===== src/rtl/core_wbu_ctrl.sv =====
// Write-back stage controller: selects the ALU/LSU/CSR result, stalls execute while a load
// is outstanding, and emits registered register-file write and commit pulses.
module core_wbu_ctrl #(
  parameter int XLEN          = 32,
  parameter int RA_W          = 5,
  parameter int LSU_TIMEOUT   = 256,
  parameter bit ZERO_SUPPRESS = 1'b1
) (
  input  logic            clk,
  input  logic            rst_n,
  input  logic            ex_valid,
  output logic            ex_ready,
  input  logic            ex_rd_wen,
  input  logic [RA_W-1:0] ex_rd_addr,
  input  logic [XLEN-1:0] ex_pc,
  input  logic            ex_lsu_used,
  input  logic            ex_csr_wr_en,
  input  logic [XLEN-1:0] ex_alu_result,
  input  logic [XLEN-1:0] ex_csr_result,
  input  logic            lsu_valid,
  input  logic [XLEN-1:0] lsu_result,
  output logic            wb_en,
  output logic [RA_W-1:0] wb_addr,
  output logic [XLEN-1:0] wb_data,
  output logic            commit_valid,
  output logic [XLEN-1:0] commit_pc,
  output logic            timeout_err
);

  // state    | meaning
  // IDLE     | ready for a retiring instruction
  // WAIT_LSU | load accepted, waiting for lsu_valid or timeout
  typedef enum logic {IDLE, WAIT_LSU} state_t;

  localparam bit TIMEOUT_EN = (LSU_TIMEOUT != 0);
  localparam int CW = TIMEOUT_EN ? $clog2(LSU_TIMEOUT + 1) : 1;
  localparam logic [CW-1:0] CNT_LAST = TIMEOUT_EN ? CW'(LSU_TIMEOUT - 1) : '0;

  state_t          state;
  logic [CW-1:0]   cnt;
  logic            pend_wen;
  logic [RA_W-1:0] pend_addr;
  logic [XLEN-1:0] pend_pc;

  logic            xfer;
  logic            eff_wen;
  logic [XLEN-1:0] sel_data;

  assign ex_ready = (state == IDLE);
  assign xfer     = ex_valid & ex_ready;
  assign eff_wen  = ex_rd_wen & ~(ZERO_SUPPRESS & (ex_rd_addr == '0));
  assign sel_data = ex_lsu_used  ? lsu_result    :
                    ex_csr_wr_en ? ex_csr_result : ex_alu_result;

  always_ff @(posedge clk or negedge rst_n) begin
    if (!rst_n) begin
      state        <= IDLE;
      cnt          <= '0;
      pend_wen     <= 1'b0;
      pend_addr    <= '0;
      pend_pc      <= '0;
      wb_en        <= 1'b0;
      wb_addr      <= '0;
      wb_data      <= '0;
      commit_valid <= 1'b0;
      commit_pc    <= '0;
      timeout_err  <= 1'b0;
    end else begin
      wb_en        <= 1'b0;
      commit_valid <= 1'b0;
      case (state)
        IDLE: begin
          if (xfer) begin
            if (!ex_lsu_used || lsu_valid) begin
              // wb_addr/wb_data only move when a write actually happens
              wb_en        <= eff_wen;
              commit_valid <= 1'b1;
              commit_pc    <= ex_pc;
              if (eff_wen) begin
                wb_addr <= ex_rd_addr;
                wb_data <= sel_data;
              end
            end else begin
              pend_wen  <= eff_wen;
              pend_addr <= ex_rd_addr;
              pend_pc   <= ex_pc;
              cnt       <= '0;
              state     <= WAIT_LSU;
            end
          end
        end
        WAIT_LSU: begin
          if (lsu_valid) begin
            wb_en        <= pend_wen;
            commit_valid <= 1'b1;
            commit_pc    <= pend_pc;
            if (pend_wen) begin
              wb_addr <= pend_addr;
              wb_data <= lsu_result;
            end
            state <= IDLE;
          end else if (TIMEOUT_EN && (cnt == CNT_LAST)) begin
            // aborted load still retires so the commit stream stays in order
            commit_valid <= 1'b1;
            commit_pc    <= pend_pc;
            timeout_err  <= 1'b1;
            state        <= IDLE;
          end else if (TIMEOUT_EN) begin
            cnt <= cnt + CW'(1);
          end
        end
        default: state <= IDLE;
      endcase
    end
  end

endmodule


===== config.mk =====
export PLATFORM = sky130hd
export DESIGN_NAME = core_wbu_ctrl
export DESIGN_NICKNAME = d
export VERILOG_FILES = /design/src/rtl/core_wbu_ctrl.sv
export SDC_FILE = /design/constraint.sdc
export NUM_CORES = 1
export LEC_CHECK = 0
export CAP_MARGIN = 15
export CORE_MARGIN = 5
export CORE_UTILIZATION = 41
export DETAILED_ROUTE_END_ITERATION = 10
export PLACE_DENSITY_LB_ADDON = 0.15
export SLEW_MARGIN = 30
export SYNTH_ARGS = -nofsm -noshare
export SYNTH_HDL_FRONTEND = slang
export SYNTH_SLANG_ARGS = --single-unit

===== constraint.sdc =====
create_clock -name clk -period 1.9 [get_ports clk]
set_input_delay 0.38 -clock clk [delete_from_list [all_inputs] [get_ports clk]]
set_output_delay 0.38 -clock clk [all_outputs]
set_load 0.02 [all_outputs]

[Yosys cells after proc, flatten, opt, wreduce, memory -nomap -nowiden]
Index checks and enable logic that the tools add are counted.
Storage, ports and cells
  flip-flop bits (word level): 120
  input port bits: 140
  word-level logic and storage cells: 74
Cells by class
  add/subtract/negate cells: 1
  equal/unequal tests: 10
  multiplexer cells: 38
  bitwise logic cells: 6
  reduce and logical (&&, ||, !) cells: 8
Operator list (count)
  $mux 32: 11
  $pmux 32 s2: 2
  $mux 9: 4
  $mux 5: 5
  $pmux 9 s2: 1
  $mux 1: 11
  $pmux 5 s2: 1
  $add 9x1->9 const B: 1
  $eq 9x8->1 const B: 1
  $reduce_and 3->1: 3
  $ne 2x1->1 const B: 4
  $ne 2x2->1 const B: 4
  $pmux 1 s2: 3
  $logic_not 5->1: 1
  $reduce_and 5->1: 1
  $not 1->1: 4
  $reduce_and 4->1: 1
  $ne 3x2->1 const B: 1
  $and 1x1->1: 2
  $logic_not 1->1: 1
  $logic_or 1x1->1: 1

[Longest topological paths before layout]
  depth after elaboration: 7
  gate-level depth with buffers: 9
  mapped depth without buffers: 8

[Least setup slack after synthesis]
No wires, ideal clock.
  path kind: reg-to-reg
  start: register cnt[0]
  end: register commit_pc[10]
  data arrival time: 1945 ps
  slack: -170 ps
  stages on the path, launching flop included: 9
  buffers on the path: 1
  period minus slack after synthesis: 2070 ps
  path through: dfrtp_1 -> ha_1 -> nand2_1 -> nor3_1 -> ha_1 -> inv_1 -> a31oi_1 -> buf_2 -> mux2_2
On the way
  longest elaborated chain between the ends: 3
RTL lines
  from (decl): RTL line 40  | logic [CW-1:0] cnt;
  from (signal assigned): RTL line 109  | cnt <= cnt + CW'(1);
  $eq 9x8->1: RTL line 102  | end else if (TIMEOUT_EN && (cnt == CNT_LAST)) begin
  $ne 3x2->1 (no source line)
  $reduce_and 3->1 (no source line)
  to (signal assigned): RTL line 78  | commit_pc <= ex_pc;
  to (signal assigned): RTL line 96  | commit_pc <= pend_pc;
  to (signal assigned): RTL line 105  | commit_pc <= pend_pc;
  to (decl): RTL line 26  | output logic [XLEN-1:0] commit_pc,
Every way passes these cells.
A chain may end at the register's enable or synchronous reset.

[Final worst setup path]
  start: register cnt[0]
  end: register commit_pc[1]
Same word-level chain as after synthesis.

==> results.ini <==
[status]
run_status=finished with violations
violations=negative setup slack

[global_route]
grt_max_degree=62
grt_overflow=0
grt_pass1_wl_um=25800
grt_pass1_vias=5089
grt_antenna_before_repair=0
track_usage=0.196

[layout]
synthToLayoutAreaGrowth_pct=60.8
nFillCells=1035
drive_above_1_share=0.264
final_common_cell=clkdlybuf4s50_1
finalInstanceArea_um2=9310
antennaDiodeCount=0
final_cell_mix=clkdlybuf4s50_1, nand2_1, dfrtp_1, mux2_2, mux2_4
nets=915

[timing]
post-route-worst-setup-slack_ns=-0.106
skew_ns=0.00865
finalCritPeriodShare=1.06
setup_viol=35
worst_pin_slew_ns=0.346
whs_ns=0.386
slew_headroom=0.769
grt_setup_unrepaired=true
period_minus_slack_ns=2.01
fmax_mhz=499
slew_violations=0
finalHoldViolCount=0
finalSetupTns_ns=-2.86

[worst_setup_path]
reg2regPathDepth=9
r2r_end=commit_pc[1]$_DFFE_PN0P_
cp-end-kind=register
arrival_ns=2.29
cp_max_fo=8
worstSetupStartpointType=register
regToRegStartpoint=cnt[0]$_DFFE_PN0P_
r2r_slack_ns=-0.11
required_ns=2.18
critical_path_class=register to register

[power_and_ir_drop]
finalPower_w=0.00971
switching_share=0.288
worst_ir_drop_vdd_mv=0.764
internal_power_w=0.00691
leakagePower_nw=4.30
clkPwrFrac=0.310
switchingPower_w=0.00280
p_seq_frac=0.360
power_density_nw_per_um2=1040
power_frac_comb=0.330

[yosys]
synth_edf_count=0
ys_types=33
synth_top_area_cell=dfrtp_1
async_flop_share=1.00
synth_top_area_frac=0.519
syn-cell-area_um2=5790
ys_ff_latch=120
yosysWarnings=0
ys_top_cells_by_area=dfrtp_1, mux2_2, nand2_1
yosysSeqAreaShare=0.519
synthFlopType=dfrtp_1
postSynthNetCount=665
avgSynthCellArea_um2=11.1
syn_inst=522

[clock_network]
numCtsBuffers=17
clock_sinks=120
clockRootBuffer=clkbuf_16
cts_max_level=4
path_clk_slew_ns=0.05
clk_latency_ns=0.40
cts_tree=yes
clk_path_buf_depth=2

[placed_design]
hpwl_um=11700
io_buffers=212
placed_cell_area_um2=8390
gp_congestion=0.854
dp_worst_setup_slack_ns=-0.403

[routing]
route.detailed.drc=0
ant_nets=0
via_per_inst=4.89
first_pass_iters=4
wirelength_um=16800
drtIter0Drc=221
wl_per_cell_um=17.4
vias=4707

[floorplan]
pin_count=213
rows=43
die-area_um2=16600
coreArea_um2=13900
die_w_um=129
fp.dieH_um=129
initial_core_util=0.417

[run]
drv_cap=0

[hold_path]
hp-class=primary input to async pin

worst max-delay path by stage:
stage	from	endpoint	depth (start not counted)
finish	cnt[0]$_DFFE_PN0P_	commit_pc[1]$_DFFE_PN0P_	9
global route	cnt[0]$_DFFE_PN0P_	commit_pc[25]$_DFFE_PN0P_	9
CTS	cnt[0]$_DFFE_PN0P_	commit_pc[3]$_DFFE_PN0P_	10
detailed placement	ex_rd_addr[1]	wb_data[9]$_DFFE_PN0P_	6
global placement	ex_rd_addr[3]	wb_data[9]$_DFFE_PN0P_	6
floorplan	cnt[1]$_DFFE_PN0P_	cnt[7]$_DFFE_PN0P_	9
state kept, by name (all words and copies together), names as in the netlist:
name / count
commit_pc: 32
pend_pc: 32
wb_data: 32
cnt: 9
pend_addr: 5
wb_addr: 5
commit_valid: 1
pend_wen: 1
state: 1
timeout_err: 1
wb_en: 1
power by group through the flow:
stage / Clock (W) / Sequential, W / Combinational, W
finish: 0.00301 / 0.00349 / 0.00321
global route: 0.00320 / 0.00356 / 0.00342
CTS: 0.00307 / 0.00349 / 0.00323
detailed placement: 0 / 0.00351 / 0.00301
global placement: 0 / 0.00350 / 0.00296
floorplan: 0 / 0.00398 / 0.000974
metal layers:
layer | part of all wire | track usage | routed length (µm)
met5 | 0 | 0 | 0
met4 | 0.0084 | 0.0488 | 140
met3 | 0.092 | 0.0760 | 1550
met2 | 0.49 | 0.341 | 8280
met1 | 0.41 | 0.229 | 6790
logic make-up after synthesis:
group                    share of synthesized area
AO/OA/AOI/OAI                               0.0400
adder cells (fa/ha/maj)                    0.00649
XOR/XNOR                                   0.00757
AND/OR/NAND/NOR                              0.123
buffers and inverters                       0.0305
flip-flops                                   0.519
multiplexers                                 0.274
Yosys cell counts (2+ instances only):
| cell | count |
|---|---|
| nand2_1 | 150 |
| buf_2 | 9 |
| clkbuf_1 | 18 |
| o21ai_0 | 35 |
| o21ai_2 | 2 |
| inv_1 | 5 |
| xor2_1 | 2 |
| nor2_1 | 6 |
| mux2_2 | 87 |
| mux2_4 | 19 |
| buf_6 | 3 |
| dfrtp_1 | 120 |
| a21oi_1 | 2 |
| ha_1 | 3 |
| xnor2_1 | 3 |
| buf_1 | 3 |
| nor3_1 | 2 |
| nand3_1 | 7 |
| mux2i_1 | 32 |
stage by stage:
step / cells / utilization
finish: 963 / 0.671
global route: 963 / 0.671
CTS: 958 / 0.665
detailed placement: 917 / 0.605
global placement: 917 / 0.605
floorplan: 522 / -
what timing repair did:
item	CTS	global route
gates resized for setup	35	21
hold endpoints to repair	7	0
hold buffers	1	0
setup buffers	7	10
pin swaps	5	9
gates cloned	3	0
setup endpoints to repair	38	56
layout make-up:
type	count	area (µm²)	area share
sequential	120	3000	0.323
multi-input combinational	364	2850	0.306
timing repair buffer	264	2650	0.285
clock buffer	21	450	0.0484
tap	180	225	0.0242
clock inverter	9	103	0.0110
inverter	5	18.8	0.00202
critical path: stages (launching register included):
cell and delay, ns:
dfrtp_1 0.40, ha_4 0.17, nand2_4 0.06, nor3_4 0.20, ha_2 0.21, inv_2 0.04
a31oi_4 0.20, buf_12 0.15, buf_12 0.14, mux2_4 0.31
Note: power is estimated with default switching activity, not from simulation.
